<file path="config.mk">
export PLATFORM = sky130hd
export DESIGN_NAME = sensor_frame_packer
export DESIGN_NICKNAME = d
export VERILOG_FILES = /design/src/rtl/sensor_frame_pkg.sv /design/src/rtl/frame_period_timer.sv /design/src/rtl/sensor_frame_packer.sv
export SDC_FILE = /design/constraint.sdc
export NUM_CORES = 1
export LEC_CHECK = 0
export ABC_AREA = 1
export CAP_MARGIN = 0
export CELL_PAD_IN_SITES_DETAIL_PLACEMENT = 0
export CELL_PAD_IN_SITES_GLOBAL_PLACEMENT = 1
export CORE_ASPECT_RATIO = 1.75
export CORE_MARGIN = 5
export CORE_UTILIZATION = 30
export DETAILED_ROUTE_END_ITERATION = 10
export GPL_TIMING_DRIVEN = 0
export PLACE_DENSITY = 0.54
export SLEW_MARGIN = 25
export SYNTH_ARGS = -nofsm -noshare
export SYNTH_HDL_FRONTEND = slang
export SYNTH_SLANG_ARGS = --single-unit
</file>
<file path="constraint.sdc">
create_clock -name clk -period 6.1 [get_ports clk]
set_input_delay 0.61 -clock clk [delete_from_list [all_inputs] [get_ports clk]]
set_output_delay 0.61 -clock clk [all_outputs]
set_load 0.05 [all_outputs]
</file>
<file path="src/rtl/sensor_frame_pkg.sv">
// Shared types and sizing helpers for the sensor frame packer.
package sensor_frame_pkg;

  typedef enum logic [2:0] {IDLE, SYNC, SEQ, MASK, DATA, CSUM} frame_state_t;

  localparam logic [7:0] SYNC_DEFAULT = 8'hA5;

  function automatic int mask_bytes(input int num_ch);
    return (num_ch + 7) / 8;
  endfunction

  function automatic int frame_len(input int num_ch, input int sample_w);
    return 3 + mask_bytes(num_ch) + num_ch * (sample_w / 8);
  endfunction

endpackage

</file>
<file path="src/rtl/frame_period_timer.sv">
// Free-running period counter; tick marks the terminal count while enabled.
module frame_period_timer #(
  parameter int PERIOD_CYCLES = 50_000_000
) (
  input  logic clk,
  input  logic rst_n,
  input  logic en,
  output logic tick
);

  localparam int CW = $clog2(PERIOD_CYCLES);
  localparam logic [CW-1:0] LAST = CW'(PERIOD_CYCLES - 1);

  logic [CW-1:0] cnt;

  always_ff @(posedge clk or negedge rst_n) begin
    if (!rst_n) begin
      cnt <= '0;
    end else if (!en || cnt == LAST) begin
      cnt <= '0;
    end else begin
      cnt <= cnt + 1'b1;
    end
  end

  assign tick = en & (cnt == LAST);

endmodule

</file>
<file path="src/rtl/sensor_frame_packer.sv">
// Latches per-channel sensor samples and streams framed snapshots into a UART TX FIFO.
module sensor_frame_packer
  import sensor_frame_pkg::*;
#(
  parameter int          NUM_CH        = 8,
  parameter int          SAMPLE_W      = 16,
  parameter int          PERIOD_CYCLES = 50_000_000,
  parameter logic [7:0]  SYNC_BYTE     = SYNC_DEFAULT
) (
  input  logic                         clk,
  input  logic                         rst_n,
  input  logic [NUM_CH*SAMPLE_W-1:0]   ch_data,
  input  logic [NUM_CH-1:0]            ch_valid,
  input  logic                         en,
  input  logic                         mode,
  input  logic                         force_frame,
  output logic [7:0]                   data_to_uart,
  output logic                         data_valid_to_uart,
  input  logic                         uart_fifo_full,
  output logic                         busy,
  output logic [7:0]                   frame_seq,
  output logic [15:0]                  overrun_cnt
);

  localparam int BPS = SAMPLE_W / 8;
  localparam int MB  = mask_bytes(NUM_CH);
  localparam int NB  = NUM_CH * BPS;
  localparam int TW  = NUM_CH * SAMPLE_W;
  localparam int MW  = MB * 8;

  frame_state_t           state, state_next;
  logic [7:0]             idx, idx_next;
  logic                   tick, request, drop_req, start, xfer;
  logic [NUM_CH-1:0]      stale;
  logic [SAMPLE_W-1:0]    sample [NUM_CH];
  logic [TW-1:0]          shadow_data, stream_load;
  logic [MW-1:0]          shadow_mask, mask_load;
  logic [7:0]             seq, csum, byte_out;

  function automatic logic [15:0] sat_inc(input logic [15:0] v);
    return (v == 16'hFFFF) ? v : v + 16'd1;
  endfunction

  frame_period_timer #(.PERIOD_CYCLES(PERIOD_CYCLES)) u_timer (
    .clk   (clk),
    .rst_n (rst_n),
    .en    (en),
    .tick  (tick)
  );

  assign busy               = (state != IDLE);
  assign data_valid_to_uart = busy & ~uart_fifo_full;
  assign xfer               = data_valid_to_uart;
  assign data_to_uart       = byte_out;

  // The mode-1 level request is deliberately excluded from overrun counting.
  assign drop_req = force_frame | (en & ~mode & tick);
  assign request  = drop_req | (en & mode & (stale == '0));
  assign start    = (state == IDLE) & request;

  // Pack samples so ch0 MSB sits at the top; DATA bytes then come out by shifting left.
  always_comb begin
    stream_load = '0;
    for (int c = 0; c < NUM_CH; c++) begin
      stream_load[(NUM_CH-1-c)*SAMPLE_W +: SAMPLE_W] = sample[c];
    end
    mask_load = '0;
    mask_load[NUM_CH-1:0] = stale;
  end

  always_comb begin
    case (state)
      SYNC:    byte_out = SYNC_BYTE;
      SEQ:     byte_out = seq;
      MASK:    byte_out = shadow_mask[7:0];
      DATA:    byte_out = shadow_data[TW-1 -: 8];
      CSUM:    byte_out = csum;
      default: byte_out = 8'h00;
    endcase
  end

  always_comb begin
    state_next = state;
    idx_next   = idx;
    case (state)
      IDLE: begin
        idx_next = '0;
        if (request) state_next = SYNC;
      end
      SYNC: if (xfer) state_next = SEQ;
      SEQ: begin
        idx_next = '0;
        if (xfer) state_next = MASK;
      end
      MASK: if (xfer) begin
        if (idx == 8'(MB - 1)) begin
          state_next = DATA;
          idx_next   = '0;
        end else begin
          idx_next = idx + 8'd1;
        end
      end
      DATA: if (xfer) begin
        if (idx == 8'(NB - 1)) begin
          state_next = CSUM;
          idx_next   = '0;
        end else begin
          idx_next = idx + 8'd1;
        end
      end
      CSUM: if (xfer) state_next = IDLE;
      default: state_next = IDLE;
    endcase
  end

  always_ff @(posedge clk or negedge rst_n) begin
    if (!rst_n) begin
      state       <= IDLE;
      idx         <= '0;
      seq         <= '0;
      csum        <= '0;
      frame_seq   <= '0;
      overrun_cnt <= '0;
      stale       <= '1;
    end else begin
      state <= state_next;
      idx   <= idx_next;
      stale <= start ? ~ch_valid : (stale & ~ch_valid);
      if (busy && drop_req) overrun_cnt <= sat_inc(overrun_cnt);
      if (start) begin
        csum <= '0;
      end else if (xfer && (state == SEQ || state == MASK || state == DATA)) begin
        csum <= csum + byte_out;
      end
      if (xfer && state == CSUM) begin
        frame_seq <= seq;
        seq       <= seq + 8'd1;
      end
    end
  end

  // Live sample registers keep updating; shadows only load at frame start.
  always_ff @(posedge clk or negedge rst_n) begin
    if (!rst_n) begin
      for (int k = 0; k < NUM_CH; k++) sample[k] <= '0;
      shadow_data <= '0;
      shadow_mask <= '0;
    end else begin
      for (int k = 0; k < NUM_CH; k++) begin
        if (ch_valid[k]) sample[k] <= ch_data[k*SAMPLE_W +: SAMPLE_W];
      end
      if (start) begin
        shadow_data <= stream_load;
        shadow_mask <= mask_load;
      end else if (xfer && state == DATA) begin
        shadow_data <= shadow_data << 8;
      end else if (xfer && state == MASK) begin
        shadow_mask <= shadow_mask >> 8;
      end
    end
  end

endmodule

</file>
; Word level (Yosys, flattened, before mapping)
; Index checks and enable logic that the tools add are counted.
[word_totals]
wordCells = 100
output_inout_bits = 34
inputBits = 142
register_bits = 349
[classes]
bitwise_logic = 14
reduce_logical = 22
add_sub_neg = 5
n_mux = 24
n_eq_ne = 17
[op_table]
columns = operator, count
row1 = 128-bit two-way mux, 2
row2 = 8-bit two-way mux, 10
row3 = 8-bit one-hot mux with 5 select lines, 1
row4 = "26-bit by 1-bit adder with 26-bit output, second input constant", 1
row5 = "26-bit == test, second input constant", 1
row6 = 26-bit two-way mux, 1
row7 = 3-bit two-way mux, 8
row8 = 8-bit one-hot mux with 3 select lines, 1
row9 = "2-bit inequality test, second input constant", 9
row10 = 3-bit one-hot mux with 6 select lines, 1
row11 = "16-bit by 1-bit adder with 16-bit output, second input constant", 1
row12 = "8-bit by 1-bit adder with 8-bit output, second input constant", 2
row13 = "16-bit == test, second input constant", 1
row14 = 8-bit zero test, 2
row15 = 8-bit adder, 1
row16 = 8-bit AND, 1
row17 = "8-bit by 4-bit == test with 1-bit output, second input constant", 1
row18 = 8-bit NOT, 1
row19 = 8-bit AND reduction, 1
row20 = 1-bit AND, 7
row21 = "3-bit by 2-bit == test with 1-bit output, second input constant", 2
row22 = "3-bit == test, second input constant", 2
row23 = 2-bit nonzero test, 3
row24 = 3-bit nonzero test, 2
row25 = 10 further kinds, 20

; Logic depth before layout (Yosys ltp)
; Gate-level depths: netlist of run 1.
[logic_depth]
word_depth = 8
ltp_mapped = 17
ltp_nobuf = 16

; Cells and area by module
; From an unflattened synthesis of run 1, not the netlist that was laid out.
[unflattened]
cells_unflattened = 1666
hier_area_um2 = 15995.3
[modules_own_cells]
columns = module, seq_area_each_um2, instances, cells_each, area_each_um2
row1 = sensor_frame_packer, 8092.8, 1, 1438, 14372.5
row2 = frame_period_timer, 650.6, 1, 228, 1622.8

; Worst setup path before layout of run 1
; OpenSTA, ideal clock, no wires.
[synth_timing]
path_kind = register to register
start = register state[2]
end = register csum[5]
arrival_ps = 2932
setup_time_ps = 119
synth_period_minus_slack_ps = 3051
slack_ps = 3049
t_required_ps = 5981
path_stages_with_launch = 16
path_cell_list = dfrtp_1 -> buf_2 -> inv_2 -> ha_1 -> nand2_1 -> inv_1 -> a21oi_1 -> ha_1 -> a21oi_1 -> nand2_1 -> nand2_1 -> nor2_1 -> nor2_1 -> nand2_1 -> a21oi_1 -> nor2_1
[synth_via]
elab_chain_len = 5
[synth_lines]
columns = item, line
row1 = start: declaration, sensor_frame_packer.sv:31  ; frame_state_t state, state_next;
row2 = start signal: assignment, sensor_frame_packer.sv:126  ; state <= state_next;
row3 = "3-bit == test, or another cell as far along", sensor_frame_packer.sv:72  ; case (state)
row4 = 8-bit one-hot mux with 5 select lines (*), sensor_frame_packer.sv:72
row5 = named net data_to_uart[2], sensor_frame_packer.sv:17  ; output logic [7:0] data_to_uart,
row6 = 8-bit adder (*), sensor_frame_packer.sv:133  ; csum <= csum + byte_out;
row7 = 8-bit two-way mux (*), sensor_frame_packer.sv:132  ; end else if (xfer && (state == SEQ || state == MASK || state == DATA)) begin
row8 = 8-bit two-way mux (*), sensor_frame_packer.sv:130  ; if (start) begin
row9 = end signal: assignment, sensor_frame_packer.sv:133
row10 = end: declaration, sensor_frame_packer.sv:38  ; logic [7:0] seq, csum, byte_out;
; Mark *: on every way through the listed nets, which the timed path passes. The rest lies on a longest branch. The select of a mux whose other input is x is not followed.
; A chain may end at the register's enable or synchronous reset.

; Worst setup path in the final report of run 1
[layout_timing]
start = register state[1]
end = output port busy
[layout_via]
elab_chain_len = 1
[layout_lines]
columns = item, line
row1 = 3-bit nonzero test, sensor_frame_packer.sv:51  ; assign busy = (state != IDLE);
row2 = end: declaration, sensor_frame_packer.sv:20  ; output logic busy,
; Every way passes these cells.

==> impl_metrics.prom, run 1 <==
# TYPE chip_impl_metric gauge
chip_impl_info{name="outcome",value="completed"} 1
chip_impl_metric{name="dieHeight",unit="um"} 314.6
chip_impl_metric{name="placed_cells_incl_taps",unit=""} 2501
chip_impl_metric{name="grt_first_pass_wirelength",unit="mm"} 76.78
chip_impl_metric{name="wire_per_inst",unit="um"} 18.70
chip_impl_metric{name="setup-violations-final",unit=""} 0
chip_impl_metric{name="critPathBufInv",unit=""} 6
chip_impl_metric{name="static_leakage",unit="nW"} 8.602
chip_impl_metric{name="detail_route.wirelength",unit="mm"} 47.97
chip_impl_metric{name="total_of_max_cap_violations",unit=""} 0
chip_impl_info{name="crit_path_end_kind",value="output port"} 1
chip_impl_metric{name="route.detailed.vias_per_inst",unit=""} 4.853
chip_impl_metric{name="layout_min_cycle_time",unit="ps"} 4193
chip_impl_info{name="ys.flop_type",value="sky130_fd_sc_hd__dfrtp_1"} 1
chip_impl_metric{name="critical_path_peak_fanout",unit=""} 10
chip_impl_metric{name="cp_data_arrival_time",unit="ps"} 3580
chip_impl_info{name="setup.worst_path.class",value="reg -> out"} 1
chip_impl_metric{name="switching_share",unit=""} 0.3693
chip_impl_metric{name="floorplan.die_area",unit="um2"} 57900
chip_impl_info{name="crit_path_start_kind",value="flop"} 1
chip_impl_metric{name="detailedRoute.firstPassIterationCount",unit=""} 5
chip_impl_metric{name="clk_path_buf_depth",unit=""} 3
chip_impl_metric{name="finalHoldViolations",unit=""} 0
chip_impl_metric{name="fin_nets",unit=""} 2019
chip_impl_metric{name="worst_skew_pair.late_latency",unit="ps"} 530
chip_impl_metric{name="total_via_count_in_the_routed_design",unit=""} 12450
chip_impl_metric{name="fill_cells",unit=""} 5439
chip_impl_metric{name="worst_path_largest_cell_delay",unit="ps"} 740
chip_impl_metric{name="power.density_cell_area",unit="nW/um2"} 415.6
chip_impl_info{name="timing.critical_path.max_delay_family",value="buffers and inverters"} 1
chip_impl_info{name="cts_tree",value="done"} 1
chip_impl_metric{name="tritoncts_num_sinks",unit=""} 349
chip_impl_metric{name="power.sequential.fraction",unit=""} 0.409
chip_impl_metric{name="route.detailed.drc",unit=""} 0
chip_impl_metric{name="synth_cell_type_count",unit=""} 38
chip_impl_metric{name="period_share",unit=""} 0.6873
chip_impl_info{name="cells_along_the_critical_path",value="buf_2, nor2_4, inv_2, nor2_4, clkbuf_1, buf_2, inv_2, clkdlybuf4s50_1"} 1
chip_impl_metric{name="design.portCount",unit=""} 176
chip_impl_info{name="final_common_cell",value="sky130_fd_sc_hd__nand3_1"} 1
chip_impl_metric{name="post_synth.cell_area_avg",unit="um2"} 9.628
chip_impl_metric{name="synth_top_cell_area_share",unit=""} 0.5365
chip_impl_metric{name="synthesis.area",unit="um2"} 15910
chip_impl_metric{name="syn_inst",unit=""} 1652
chip_impl_metric{name="synth_enable_flop_cells",unit=""} 0
chip_impl_metric{name="slew_violations",unit=""} 0
chip_impl_metric{name="placeableCoreArea",unit="um2"} 52500
chip_impl_metric{name="clockPowerShare",unit=""} 0.269
chip_impl_metric{name="multi_input_comb_area",unit="um2"} 6320
chip_impl_metric{name="grt_max_degree",unit=""} 87
chip_impl_metric{name="half_perimeter_wire_length_after_placement",unit="mm"} 36.32
chip_impl_metric{name="required_time_worst_endpoint",unit="ps"} 5490
chip_impl_metric{name="initial_utilization",unit=""} 0.3030
chip_impl_info{name="clock_tree.root_cell",value="sky130_fd_sc_hd__clkbuf_16"} 1
chip_impl_info{name="most_frequent_cells_in_the_layout",value="sky130_fd_sc_hd__nand3_1 (436), sky130_fd_sc_hd__dfrtp_1 (341), sky130_fd_sc_hd__nand2_1 (278)"} 1
chip_impl_metric{name="vias_in_the_first_global_route",unit=""} 13370
chip_impl_metric{name="net_count_of_the_mapped_netlist",unit=""} 1808
chip_impl_metric{name="worst_clock_skew",unit="ps"} 14.45
chip_impl_metric{name="io_buffers",unit=""} 167
chip_impl_metric{name="cts-buffers-inserted",unit=""} 37
chip_impl_metric{name="grt.total_usage",unit=""} 0.1679
chip_impl_info{name="hold_path_class",value="reg -> reg"} 1
chip_impl_metric{name="internal_power",unit="mW"} 5.163
chip_impl_metric{name="final_antenna_net_count",unit=""} 0
chip_impl_metric{name="ys_warn_count",unit=""} 0
chip_impl_metric{name="path_clk_slew",unit="ps"} 60
chip_impl_metric{name="number_of_antenna_violations_at_the_first_check_in_global_routing",unit=""} 0
chip_impl_metric{name="drive_gt1_frac",unit=""} 0.1431
chip_impl_metric{name="dieWidth",unit="um"} 184.1
chip_impl_metric{name="ir_worst_vdd",unit="V"} 0.0001712
chip_impl_metric{name="synth-seq-cells",unit=""} 349
chip_impl_info{name="critPathSlowestCell",value="sky130_fd_sc_hd__clkbuf_1"} 1
chip_impl_metric{name="area_growth_syn_to_layout",unit="%"} 23.82
chip_impl_metric{name="synth.yosys.seq_area_share",unit=""} 0.5497
chip_impl_metric{name="sequential_cell_area",unit="um2"} 8743
chip_impl_metric{name="clock_tree.htree_level_count",unit=""} 2
chip_impl_metric{name="asyncSetResetFlopFracSynth",unit=""} 1.000
chip_impl_metric{name="fmax",unit="MHz"} 238.5
chip_impl_metric{name="drtIter0Drc",unit=""} 617
chip_impl_metric{name="timing_worst_slew_pin_value",unit="ps"} 919.4
chip_impl_metric{name="layout.cells.non_filler",unit=""} 2565
chip_impl_info{name="synthDominantAreaCellType",value="sky130_fd_sc_hd__dfrtp_1"} 1
chip_impl_metric{name="rows",unit=""} 111
chip_impl_metric{name="p_comb_frac",unit=""} 0.322
chip_impl_metric{name="cts_setup_buffers",unit=""} 0
chip_impl_metric{name="power_switching",unit="mW"} 3.023
chip_impl_metric{name="global_route.overflow_total",unit=""} 0
chip_impl_metric{name="totalPowerFinal",unit="mW"} 8.185
chip_impl_metric{name="worst_slew_margin_rel",unit=""} 0.3871
chip_impl_metric{name="antenna-diode-count",unit=""} 0
chip_impl_info{name="synthTopCellsByArea",value="sky130_fd_sc_hd__dfrtp_1 (54%), sky130_fd_sc_hd__nand3_1 (14%), sky130_fd_sc_hd__mux2_2 (8.5%)"} 1
chip_impl_info{name="rsz0062_at_grt",value="no"} 1
chip_impl_metric{name="gp_routability_congestion",unit=""} 0.8038
-- sequential cells by signal, summed over array words and instances (netlist names) --
| signal | cells |
|---|---|
| idx | 8 |
| csum | 8 |
| seq | 8 |
| shadow_data | 128 |
| frame_seq | 8 |
| mask_load | 8 |
| shadow_mask | 8 |
| u_timer.cnt | 26 |
| sample | 128 |
| overrun_cnt | 16 |
| state | 3 |
-- logic make-up after synthesis --
group                    count (synthesis)  share of synthesized area
XOR/XNOR                                39                    0.02148
adder cells (fa/ha/maj)                 14                    0.01149
AO/OA/AOI/OAI                           88                    0.03068
flip-flops                             349                     0.5497
AND/OR/NAND/NOR                        863                     0.2487
buffers and inverters                  179                    0.05294
multiplexers                           120                    0.08496
-- worst register-to-register path, cell delays in order (launching register included) --
cell	delay, ps
sky130_fd_sc_hd__dfrtp_1	390
sky130_fd_sc_hd__buf_2	190
sky130_fd_sc_hd__nor2_2	260
sky130_fd_sc_hd__nand2_1	200
sky130_fd_sc_hd__nand2_1	180
sky130_fd_sc_hd__inv_1	160
sky130_fd_sc_hd__a21oi_1	390
sky130_fd_sc_hd__ha_1	370
sky130_fd_sc_hd__a21oi_1	160
sky130_fd_sc_hd__nand2_1	130
sky130_fd_sc_hd__nand2_1	80
sky130_fd_sc_hd__nor2_1	50
sky130_fd_sc_hd__nor2_1	80
sky130_fd_sc_hd__nand2_1	60
sky130_fd_sc_hd__a21oi_1	180
sky130_fd_sc_hd__nor2_1	70
-- what timing repair did --
action	CTS	global route
hold buffers	1	0
endpoints found under the hold margin	30	0
setup endpoints to repair	0	0
gates resized for setup	0	0
-- metrics by stage --
stage               cell area, um2  setup TNS, ps    util  hold WS, ps  setup WS, ps
floorplan                    15910              0       -        314.4          3049
global placement             18430       -4074240  0.3510        457.4        -11850
detailed placement           18540              0  0.3532        476.9          2357
CTS                          19690              0  0.3751        487.2          1770
global route                 19690              0  0.3751        506.1          1703
finish                       19690              0  0.3751        483.3          1907
-- path summary, 6_finish.rpt --
check	slack (ps)	depth (start not counted)	startpoint	to
max in group asynchronous	4350	4	rst_n	sample[122]
setup reg to reg	3030	15	state[1]	csum[5]
min in group asynchronous	530	2	rst_n	u_timer.cnt[2]
hold / removal	480	2	mask_load[2]	mask_load[2]
hold reg to reg	480	2	mask_load[2]	mask_load[2]
setup / recovery	1910	8	state[1]	busy
-- area by class of cell --
class,instances,share of cell area
Buffer,97,0.02713
Clock buffer,51,0.05324
Clock inverter,12,0.004828
Inverter,82,0.01563
Multi-Input combinational cell,1124,0.3209
Sequential cell,349,0.4440
Tap cell,678,0.04307
Timing Repair Buffer,172,0.09123
-- power by group through the flow --
stage               Clock (mW)  Combinational, mW  Sequential (mW)
global route              2.37               2.96             3.43
detailed placement           0               2.69             3.39
global placement             0               2.65             3.38
floorplan                    0               1.69             3.39
finish                    2.20               2.64             3.35
CTS                       2.29               2.70             3.35
-- cells in the mapped netlist, types with 17 or more instances --
cell type                  count
sky130_fd_sc_hd__clkbuf_1     41
sky130_fd_sc_hd__inv_1        63
sky130_fd_sc_hd__nand3_1     436
sky130_fd_sc_hd__o21ai_0      19
sky130_fd_sc_hd__inv_2        19
sky130_fd_sc_hd__o21ai_1      32
sky130_fd_sc_hd__xor2_1       27
sky130_fd_sc_hd__a21oi_1      23
sky130_fd_sc_hd__dfrtp_1     341
sky130_fd_sc_hd__nand4_1      17
sky130_fd_sc_hd__mux2_2      120
sky130_fd_sc_hd__buf_2        19
sky130_fd_sc_hd__nor2_1       83
sky130_fd_sc_hd__nor3_1       23
sky130_fd_sc_hd__nand2_1     278
-- layer usage --
| layer | vias up | GRT usage | part of all wire |
|---|---|---|---|
| met3 | 69 | 0.02081 | 0.034 |
| li1 | 6052 | - | - |
| met5 | - | 0 | 0 |
| met1 | 6094 | 0.1997 | 0.39 |
| met4 | 0 | 0.04726 | 0.028 |
| met2 | 233 | 0.3140 | 0.54 |
No activity file was read; power rests on OpenSTA's default activity.
==> run 2, diff against run 1 <==
==> constraint.sdc (replaced) <==
create_clock -name clk -period 4.35 [get_ports clk]
set_input_delay 0.435 -clock clk [delete_from_list [all_inputs] [get_ports clk]]
set_output_delay 0.435 -clock clk [all_outputs]
set_load 0.05 [all_outputs]
==> results of run 2 <==
The final DEF is identical to that of run 1. Status: completed.
Among the figures that moved: setup slack after placement 2357 ps -> 781.8 ps; setup slack after layout 1907 ps -> 332.5 ps; hold slack 483.3 ps -> 358.9 ps; register-to-register setup slack 3030 ps -> 1280 ps; total power 8.185 mW -> 11.48 mW; worst IR drop on VDD 0.0001712 V -> 0.0002401 V
